`src/rtl/trace_pkg.sv`:
```
// trace_pkg: width helpers and FIFO entry layout ({ts, payload}) for the trace collector
package trace_pkg;
  function automatic int log2(input int n);
    int r;
    for (r = 0; (1 << r) < n; r++) ;
    return r;
  endfunction
  function automatic int id_w(input int tiles);
    return (log2(tiles) > 1) ? log2(tiles) : 1;
  endfunction
  function automatic int entry_w(input int fpay, input int tsw);
    return fpay + tsw;
  endfunction
  function automatic int ts_lsb(input int fpay);
    return fpay;
  endfunction
endpackage

```
`src/rtl/trace_chan_fifo.sv`:
```
// trace_chan_fifo: per-channel FIFO with wrap-bit pointers; a push is visible only next cycle
module trace_chan_fifo
  import trace_pkg::*;
#(
  parameter int W     = 48,
  parameter int DEPTH = 4
) (
  input  logic         clk,
  input  logic         reset,
  input  logic         push,
  input  logic         pop,
  input  logic [W-1:0] din,
  output logic [W-1:0] dout,
  output logic         full,
  output logic         empty
);
  localparam int AW = log2(DEPTH);
  localparam logic [AW:0] INC = 1;
  logic [AW:0] wp_q, wp_d, rp_q, rp_d;
  logic [W-1:0] mem_q [DEPTH];
  assign empty = wp_q == rp_q;
  assign full  = (wp_q[AW] != rp_q[AW]) && (wp_q[AW-1:0] == rp_q[AW-1:0]);
  assign dout  = mem_q[rp_q[AW-1:0]];
  always_comb begin
    wp_d = (push && !full) ? wp_q + INC : wp_q;
    rp_d = (pop && !empty) ? rp_q + INC : rp_q;
  end
  always_ff @(posedge clk)
    if (push && !full) mem_q[wp_q[AW-1:0]] <= din;
  always_ff @(posedge clk or posedge reset)
    if (reset) begin
      wp_q <= '0;
      rp_q <= '0;
    end else begin
      wp_q <= wp_d;
      rp_q <= rp_d;
    end
endmodule

```
`src/rtl/trace_collector.sv`:
```
// trace_collector: per-tile trace FIFOs drained round-robin into one timestamped valid/ready stream
module trace_collector
  import trace_pkg::*;
#(
  parameter int Fpay       = 32,
  parameter int Tile_num   = 4,
  parameter int FIFO_DEPTH = 4,
  parameter int TSw        = 16,
  parameter int DROP_CNTw  = 8,
  localparam int IDw       = id_w(Tile_num)
) (
  input  logic                          clk,
  input  logic                          reset,
  input  logic [Tile_num*Fpay-1:0]      din_all,
  input  logic [Tile_num-1:0]           wr_all,
  input  logic [Tile_num-1:0]           ip_mask,
  output logic [Fpay-1:0]               dout,
  output logic [IDw-1:0]                dout_id,
  output logic [TSw-1:0]                dout_ts,
  output logic                          dout_valid,
  input  logic                          dout_ready,
  output logic [Tile_num*DROP_CNTw-1:0] drop_cnt_all,
  input  logic                          clear_drops
);
  localparam int EW  = entry_w(Fpay, TSw);
  localparam int TSL = ts_lsb(Fpay);
  logic [Tile_num-1:0] wen, push, pop, full, empty;
  logic [EW-1:0] fdata [Tile_num];
  logic [TSw-1:0] ts_q, ts_d, dout_ts_q, dout_ts_d;
  logic [IDw-1:0] ptr_q, ptr_d, gnt, idx, dout_id_q, dout_id_d;
  logic [Fpay-1:0] dout_q, dout_d;
  logic dout_valid_q, dout_valid_d, any, load;
  logic [DROP_CNTw-1:0] drop_q [Tile_num];
  logic [DROP_CNTw-1:0] drop_d [Tile_num];
  assign wen  = wr_all & ip_mask;
  assign push = wen & ~full;
  for (genvar g = 0; g < Tile_num; g++) begin : g_chan
    trace_chan_fifo #(.W(EW), .DEPTH(FIFO_DEPTH)) u_fifo (
      .clk(clk), .reset(reset), .push(push[g]), .pop(pop[g]),
      .din({ts_q, din_all[g*Fpay +: Fpay]}), .dout(fdata[g]),
      .full(full[g]), .empty(empty[g])
    );
    assign pop[g] = load && (gnt == IDw'(g));
    assign drop_cnt_all[g*DROP_CNTw +: DROP_CNTw] = drop_q[g];
  end
  // Scan from the highest offset down so the nearest non-empty channel after ptr wins
  always_comb begin
    gnt = '0;
    idx = '0;
    any = 1'b0;
    for (int k = Tile_num - 1; k >= 0; k--) begin
      idx = IDw'((int'(ptr_q) + k) % Tile_num);
      if (!empty[idx]) begin
        gnt = idx;
        any = 1'b1;
      end
    end
  end
  always_comb begin
    load         = (!dout_valid_q || dout_ready) && any;
    ptr_d        = load ? ((gnt == IDw'(Tile_num - 1)) ? '0 : gnt + IDw'(1)) : ptr_q;
    dout_valid_d = load || (dout_valid_q && !dout_ready);
    dout_d       = load ? fdata[gnt][Fpay-1:0] : dout_q;
    dout_ts_d    = load ? fdata[gnt][TSL +: TSw] : dout_ts_q;
    dout_id_d    = load ? gnt : dout_id_q;
    ts_d         = ts_q + TSw'(1);
    for (int i = 0; i < Tile_num; i++)
      drop_d[i] = clear_drops ? '0 :
                  (wen[i] && full[i] && drop_q[i] != '1) ? drop_q[i] + DROP_CNTw'(1) : drop_q[i];
  end
  always_ff @(posedge clk or posedge reset)
    if (reset) begin
      ts_q         <= '0;
      ptr_q        <= '0;
      dout_valid_q <= 1'b0;
      dout_q       <= '0;
      dout_id_q    <= '0;
      dout_ts_q    <= '0;
      drop_q       <= '{default: '0};
    end else begin
      ts_q         <= ts_d;
      ptr_q        <= ptr_d;
      dout_valid_q <= dout_valid_d;
      dout_q       <= dout_d;
      dout_id_q    <= dout_id_d;
      dout_ts_q    <= dout_ts_d;
      drop_q       <= drop_d;
    end
  assign dout       = dout_q;
  assign dout_id    = dout_id_q;
  assign dout_ts    = dout_ts_q;
  assign dout_valid = dout_valid_q;
endmodule

```
`config.mk`:
```
export PLATFORM = sky130hd
export DESIGN_NAME = trace_collector
export DESIGN_NICKNAME = d
export VERILOG_FILES = /design/src/rtl/trace_pkg.sv /design/src/rtl/trace_chan_fifo.sv /design/src/rtl/trace_collector.sv
export SDC_FILE = /design/constraint.sdc
export NUM_CORES = 1
export LEC_CHECK = 0
export ABC_AREA = 1
export CORE_MARGIN = 10
export CORE_UTILIZATION = 59
export CTS_CLUSTER_SIZE = 25
export DETAILED_ROUTE_END_ITERATION = 12
export PLACE_DENSITY = 0.79
export SYNTH_ARGS = -nofsm -noshare
export SYNTH_HDL_FRONTEND = slang
export SYNTH_SLANG_ARGS = --single-unit
```
`constraint.sdc`:
```
create_clock -name clk -period 6.4 [get_ports clk]
set_input_delay 1.92 -clock clk [delete_from_list [all_inputs] [get_ports clk]]
set_output_delay 1.92 -clock clk [all_outputs]
set_load 0.005 [all_outputs]
```
== After elaboration in Yosys (flattened, before gate mapping) ==
Memories as Yosys holds them, arrays and structs flattened.
Index checks and enable logic that the tools add are counted.
Widths: inputs -> output; s select.

* Register bits after elaboration: 125
* Latch bits: 0
* RAM bits: 768
* Bits in read-only memories: 0
* Output and inout port bits: 83
* Logic and storage cells: 146
* Memories: 4

{| class="wikitable"
|+ Memory list
! name !! words !! bits a word !! read ports !! clocked after Yosys merged registers in !! wr ports !! line !! text
|-
| g_chan[0].u_fifo.mem_q || 4 || 48 || 1 || 0 || 1 || trace_chan_fifo.sv:20 || <nowiki>logic [W-1:0] mem_q [DEPTH];</nowiki>
|-
| g_chan[1].u_fifo.mem_q || 4 || 48 || 1 || 0 || 1 || trace_chan_fifo.sv:20 ||
|-
| g_chan[2].u_fifo.mem_q || 4 || 48 || 1 || 0 || 1 || trace_chan_fifo.sv:20 ||
|-
| g_chan[3].u_fifo.mem_q || 4 || 48 || 1 || 0 || 1 || trace_chan_fifo.sv:20 ||
|}

* $add $sub $neg: 17
* Multipliers: 0
* Divide/modulo/power cells: 0
* Order comparisons: 5
* Equal/unequal tests: 19
* Shift operators: 0
* Muxes and demuxes: 36
* Bitwise logic cells: 4
* Reductions and logical operators: 43

{| class="wikitable"
|+ Operator list
! cell !! count
|-
| $bmux 48 s2 || 1
|-
| $mux 48 || 2
|-
| $mux 8 || 8
|-
| $add 8x1->8 const B || 4
|-
| $ne 8x8->1 const B || 4
|-
| $logic_and 1x1->1 || 26
|-
| $add 3x1->3 const B || 8
|-
| $add 16x1->16 const B || 1
|-
| $mux 1 || 16
|-
| $eq 3x3->1 || 4
|-
| $lt 2x3->1 const B || 4
|-
| $logic_not 1->1 || 10
|-
| $mux 2 || 5
|-
| $and 4x4->4 || 2
|-
| $bmux 1 s2 || 4
|-
| $eq 2x2->1 || 4
|-
| $reduce_bool 2->1 || 4
|-
| $add 2x1->2 const B || 2
|-
| $add 2x2->2 const B || 2
|-
| $eq 2x2->1 const B || 2
|-
| $ne 1x1->1 || 4
|-
| $not 4->4 || 1
|-
| $ge 3x3->1 const B || 1
|-
| $not 2->3 || 1
|-
| 3 further kinds || 4
|}

== Depth between registers and ports, before layout ==
* Depth in word-level cells: 11
* Gate-level depth with buffers: 19
* Gate-level depth less buffers: 16

== By module ==
From an unflattened synthesis, not the netlist that was laid out.

* Cells, all modules: 3097
* Area, all modules: 36867.9 µm²

{| class="wikitable"
|+ By module, submodules not included
! module !! times used !! cells an instance !! area each (µm²) !! seq. area each (µm²)
|-
| trace_chan_fifo (g_chan[0].u_fifo ...) || 3 || 526 || 7546.0 || 5915.7
|-
| trace_chan_fifo (g_chan[3].u_fifo) || 1 || 525 || 7551.0 || 5915.7
|-
| trace_collector || 1 || 994 || 6678.9 || 2527.4
|}

== Worst setup path before layout ==
Ideal clock, no wire load.

* Path kind: in2reg
* From: input wr_all[1]
* To: memory g_chan[1].u_fifo.mem_q[3][0], enable pin
* Library setup time: 0.457 ns
* Data arrival time: 4.270 ns
* Data required time: 5.943 ns
* Setup slack: 1.673 ns
* Stages: 4
* Path buffers: 0
* Cell sequence: nand2_1 -> inv_1 -> o21ai_1 -> nor2_1

* Longest elaborated chain between the ends: 5

{| class="wikitable"
|+ RTL lines
! element !! line !! text
|-
| start: declaration || trace_collector.sv:15 || <nowiki>input logic [Tile_num-1:0] wr_all,</nowiki>
|-
| $and 4x4->4 || trace_collector.sv:35 || <nowiki>assign wen = wr_all & ip_mask;</nowiki>
|-
| $and 4x4->4 || trace_collector.sv:36 || <nowiki>assign push = wen & ~full;</nowiki>
|-
| $logic_and 1x1->1 || trace_chan_fifo.sv:29 || <nowiki>if (push && !full) mem_q[wp_q[AW-1:0]] <= din;</nowiki>
|-
| $mux 1 || trace_chan_fifo.sv:29 ||
|-
| $mux 1 (implied by the code) || trace_chan_fifo.sv:29 ||
|-
| end: declaration || trace_chan_fifo.sv:20 ||
|}

Every way passes these cells.

== Worst setup path after layout ==
* From: register g_chan[0].u_fifo.rp_q[0]
* To: register g_chan[3].u_fifo.rp_q[1]

* Longest elaborated chain between the ends: 10

{| class="wikitable"
|+ RTL lines
! element !! line !! text
|-
| start: declaration || trace_chan_fifo.sv:19 || <nowiki>logic [AW:0] wp_q, wp_d, rp_q, rp_d;</nowiki>
|-
| start signal: assignment || trace_chan_fifo.sv:36 || <nowiki>rp_q <= rp_d;</nowiki>
|-
| $eq 3x3->1 (*) || trace_chan_fifo.sv:21 || <nowiki>assign empty = wp_q == rp_q;</nowiki>
|-
| $bmux 1 s2 || trace_collector.sv:53 || <nowiki>if (!empty[idx]) begin</nowiki>
|-
| $mux 1 (implied by the code) || trace_collector.sv:53 ||
|-
| $mux 2 / $mux 1 (equally long branches) (4 in a row) || trace_collector.sv:53 ||
|-
| $eq 2x2->1 / $logic_and 1x1->1 (equally long branches) || trace_collector.sv:43, trace_collector.sv:60 ||
|-
| $logic_and 1x1->1 (*) || trace_collector.sv:43 || <nowiki>assign pop[g] = load && (gnt == IDw'(g));</nowiki>
|-
| $logic_and 1x1->1 (*) || trace_chan_fifo.sv:26 || <nowiki>rp_d = (pop && !empty) ? rp_q + INC : rp_q;</nowiki>
|-
| end signal: assignment || trace_chan_fifo.sv:36 ||
|-
| end: declaration || trace_chan_fifo.sv:19 ||
|}

Every way passes the cells marked *; elsewhere a longest branch is shown, timed or not. The select of a mux whose other input is x is not followed.
A chain may end at the register's enable or synchronous reset.

==> summary.txt <==
Timing
  – Hold slack: 0.479 ns
  – Post-route clock period utilization: 0.647
  – Layout Skew: 0.0348 ns
  – Slew headroom: 0.251
  – Max Slew Vio Count: 0
  – Final setup violation count: 0
  – Slew @ Worst Pin: 1.12 ns
  – RSZ-0062 raised after global routing: false
  – Min Tclk post-route: 4.14 ns
  – Setup tns final: 0 ns
  – Fin. Hold Viols: 0
  – Maximum clock rate: 0.241 GHz

Worst setup path
  – Crit. Startpoint: g_chan[0].u_fifo.rp_q[0]
  – Reg2reg start: g_chan[0].u_fifo.rp_q[0]
  – Critical path depth: 16
  – Crit-path slowest cell: buf_4
  – Critical-path maximum fanout: 98
  – Worst path buffer plus inverter count: 3
  – Startpoint types: flip-flop
  – Cell mode on critical path: nand2_1
  – CP Class: reg -> reg
  – Cells on worst reg2reg path: 16
  – Setup crit end kind: flip-flop
  – WP data arrival: 4.62 ns
  – CP top delay family: simple AND/OR/NAND/NOR gates
  – Critical path cell sequence: buf_4 > nand2_1 > nand2_1 > nand3_1 > nand2_1 > nand2_1 > nor2_4 > inv_2 > nand2_1 > nand2_2 > nand2_4 > buf_12 > ha_1 > nand3_1 > nor2_1 > a21oi_1
  – Req. time, crit path: 6.88 ns
  – Max incr delay on CP: 0.81 ns

CTS
  – Clock transition at path regs: 0.06 ns
  – Clock Sinks: 893
  – Clock Latency Late Sink: 0.65 ns
  – H-tree depth reported by CTS: 3
  – Bufs on Longest Clock Path: 3
  – CTS resizes: 0
  – Post-CTS Hold Fix Bufs: 0
  – Root Driver: clkbuf_16
  – CTS tree: built
  – Cts bufs inserted: 87
  – Postcts setup bufs: 0

Job
  – Maxcap violations: 0

Synthesis
  – #FFs+latches synth: 893
  – Seq/Total Area, Yosys: 0.726
  – Post-Syn Area: 36100 um^2
  – Most used DFF post-synth: edfxtp_1
  – Post-synth EDFFs: 768
  – Yosys Warn Count: 0
  – Library cells used by synthesis: 39
  – Synth top area share: 0.639
  – Cell taking the most area after synthesis: edfxtp_1
  – FFs w/ async S/R, synth: 0.140
  – Synth area leaders: edfxtp_1, dfrtp_1, nand2_1
  – Mean area per synthesized cell: 12.4 um^2
  – Syn Nets: 3067
  – Gate Count Post-Synth: 2901

Route
  – DR iter-0 viols: 3011
  – Antenna viol nets, final: 0
  – Via density: 6.19
  – Post-route DRC: 0
  – Routed len/inst: 23.4 um
  – Post-Route WL: 92.2 mm
  – Drt pass-1 iters: 6
  – Via count: 24400

Finish
  – Multi-input gate area: 8930 um^2
  – Fill cells: 3992
  – Most frequent cells in the layout: nand2_1, edfxtp_1, clkdlybuf4s50_1
  – Area Overhead vs Synth: 15.9%
  – Commonest non-fill, non-tap cell in the layout: nand2_1
  – Storage cell area: 26200 um^2
  – Fraction of layout cells with a size suffix above 1: 0.0714
  – Final Util: 0.691
  – NumNets Final: 3244

Status
  – Status: completed

Global routing
  – Initial antenna violation count: 1
  – Vias in the first global route: 23600
  – First-pass GRT wire length: 139 mm
  – Total track usage: 0.253
  – Final global-route overflow total: 0
  – Largest net degree at the start of global routing: 99

Power
  – PwrDens: 495 nW/um^2
  – Lkg Pwr: 15.1 nW
  – Peak supply drop: 500 uV

Floorplan
  – Boundary Pins: 223
  – Core area: 60500 um^2
  – Initial Util: 0.596
  – Die Height: 267 um
  – Die footprint: 71400 um^2
  – Die W: 267 um
  – Row count: 90

Hold path
  – Hold Crit Depth: 2
  – Worst Hold Class: reg -> reg
  – Worst hold start: dout[25]

Placed design
  – GPL Wtd Cong: 0.905
  – Port Buffers: 222
  – Detailed placer's ending HPWL: 58.7 mm
-- area by class of cell --
class | instances | area share
well taps | 782 | 0.0234
inverters | 84 | 0.00784
diodes | 1 | 0.0000599
repair buffers | 262 | 0.0606
multi-input cells | 1750 | 0.214
clock buffers | 122 | 0.0576
clock inverters | 41 | 0.0101
flip-flops and latches | 893 | 0.627
-- state kept, by name, indices dropped and copies added (netlist names), 12 cells and up --
signal / flops
g_chan.u_fifo.mem_q: 768
ts_q: 16
g_chan.u_fifo.rp_q: 12
drop_cnt_all: 32
g_chan.u_fifo.wp_q: 12
dout_ts: 16
dout: 32
-- cells by family after synthesis --
| kind of cell | synth area share |
|---|---|
| XOR/XNOR | 0.00753 |
| adder cells (fa/ha/maj) | 0.00902 |
| AO/OA/AOI/OAI | 0.0945 |
| buffers and inverters | 0.0300 |
| flip-flops | 0.726 |
| AND/OR/NAND/NOR | 0.133 |
-- metrics by stage --
| stage | cells | instance area [um^2] | power (mW) | setup slack (ns) |
|---|---|---|---|---|
| floorplan | 2901 | 36100 | 12.6 | 1.15 |
| CTS | 3934 | 41800 | 20.6 | 2.40 |
| finish | 3935 | 41800 | 20.7 | 2.26 |
| global placement | 3771 | 39000 | 15.2 | 1.87 |
| detailed placement | 3771 | 39000 | 15.5 | 1.82 |
| global route | 3935 | 41800 | 21.6 | 2.09 |
-- per-layer routing --
metal,GRT usage,share of wire,vias to the layer above
met5,0,0,-
li1,-,-,10800
met2,0.422,0.50,1343
met4,0.0983,0.035,0
met1,0.324,0.37,12000
met3,0.0516,0.096,191
-- worst register-to-register path, delay by kind of cell (launching register included) --
kind | cells | cell delay (ns)
AOI/OAI and AO/OA | 1 | 0.06
adders and majority gates | 1 | 0.27
buffers and inverters | 3 | 1.31
DFF | 1 | 0.39
and+or+nand+nor | 11 | 1.94
-- synthesized netlist by cell type, types with 4 or more instances --
cell and number:
clkbuf_1 120, buf_2 21, o21ai_0 117, nor3_1 17, nor2_1 133, inv_1 74
o21ai_1 9, buf_1 14, inv_2 6, xor2_1 25, ha_1 26, a21oi_1 203
nand3_1 188, nand2_2 4, nand3_2 4, xnor2_1 6, o22ai_1 38, dfrtp_1 125
inv_4 4, nand2_1 782, a32o_1 134, or2_2 18, edfxtp_1 768, nand4_1 10
buf_4 17, o211ai_1 19
-- final timing paths --
kind                                             to  slack, ns
max                        g_chan[3].u_fifo.rp_q[1]       2.26
min                                        dout[25]       0.48
max reg2reg                g_chan[3].u_fifo.rp_q[1]       2.26
min reg2reg                                dout[25]       0.48
max in group asynchronous  g_chan[0].u_fifo.rp_q[0]       3.55
min in group asynchronous          drop_cnt_all[11]       1.80
-- report_power, final --
part,internal [mW],switching [mW]
combinational,2.47,5.59
clock,2.92,2.13
sequential,7.14,0.418
total,12.5,8.14
(Power assumes the default switching activity.)
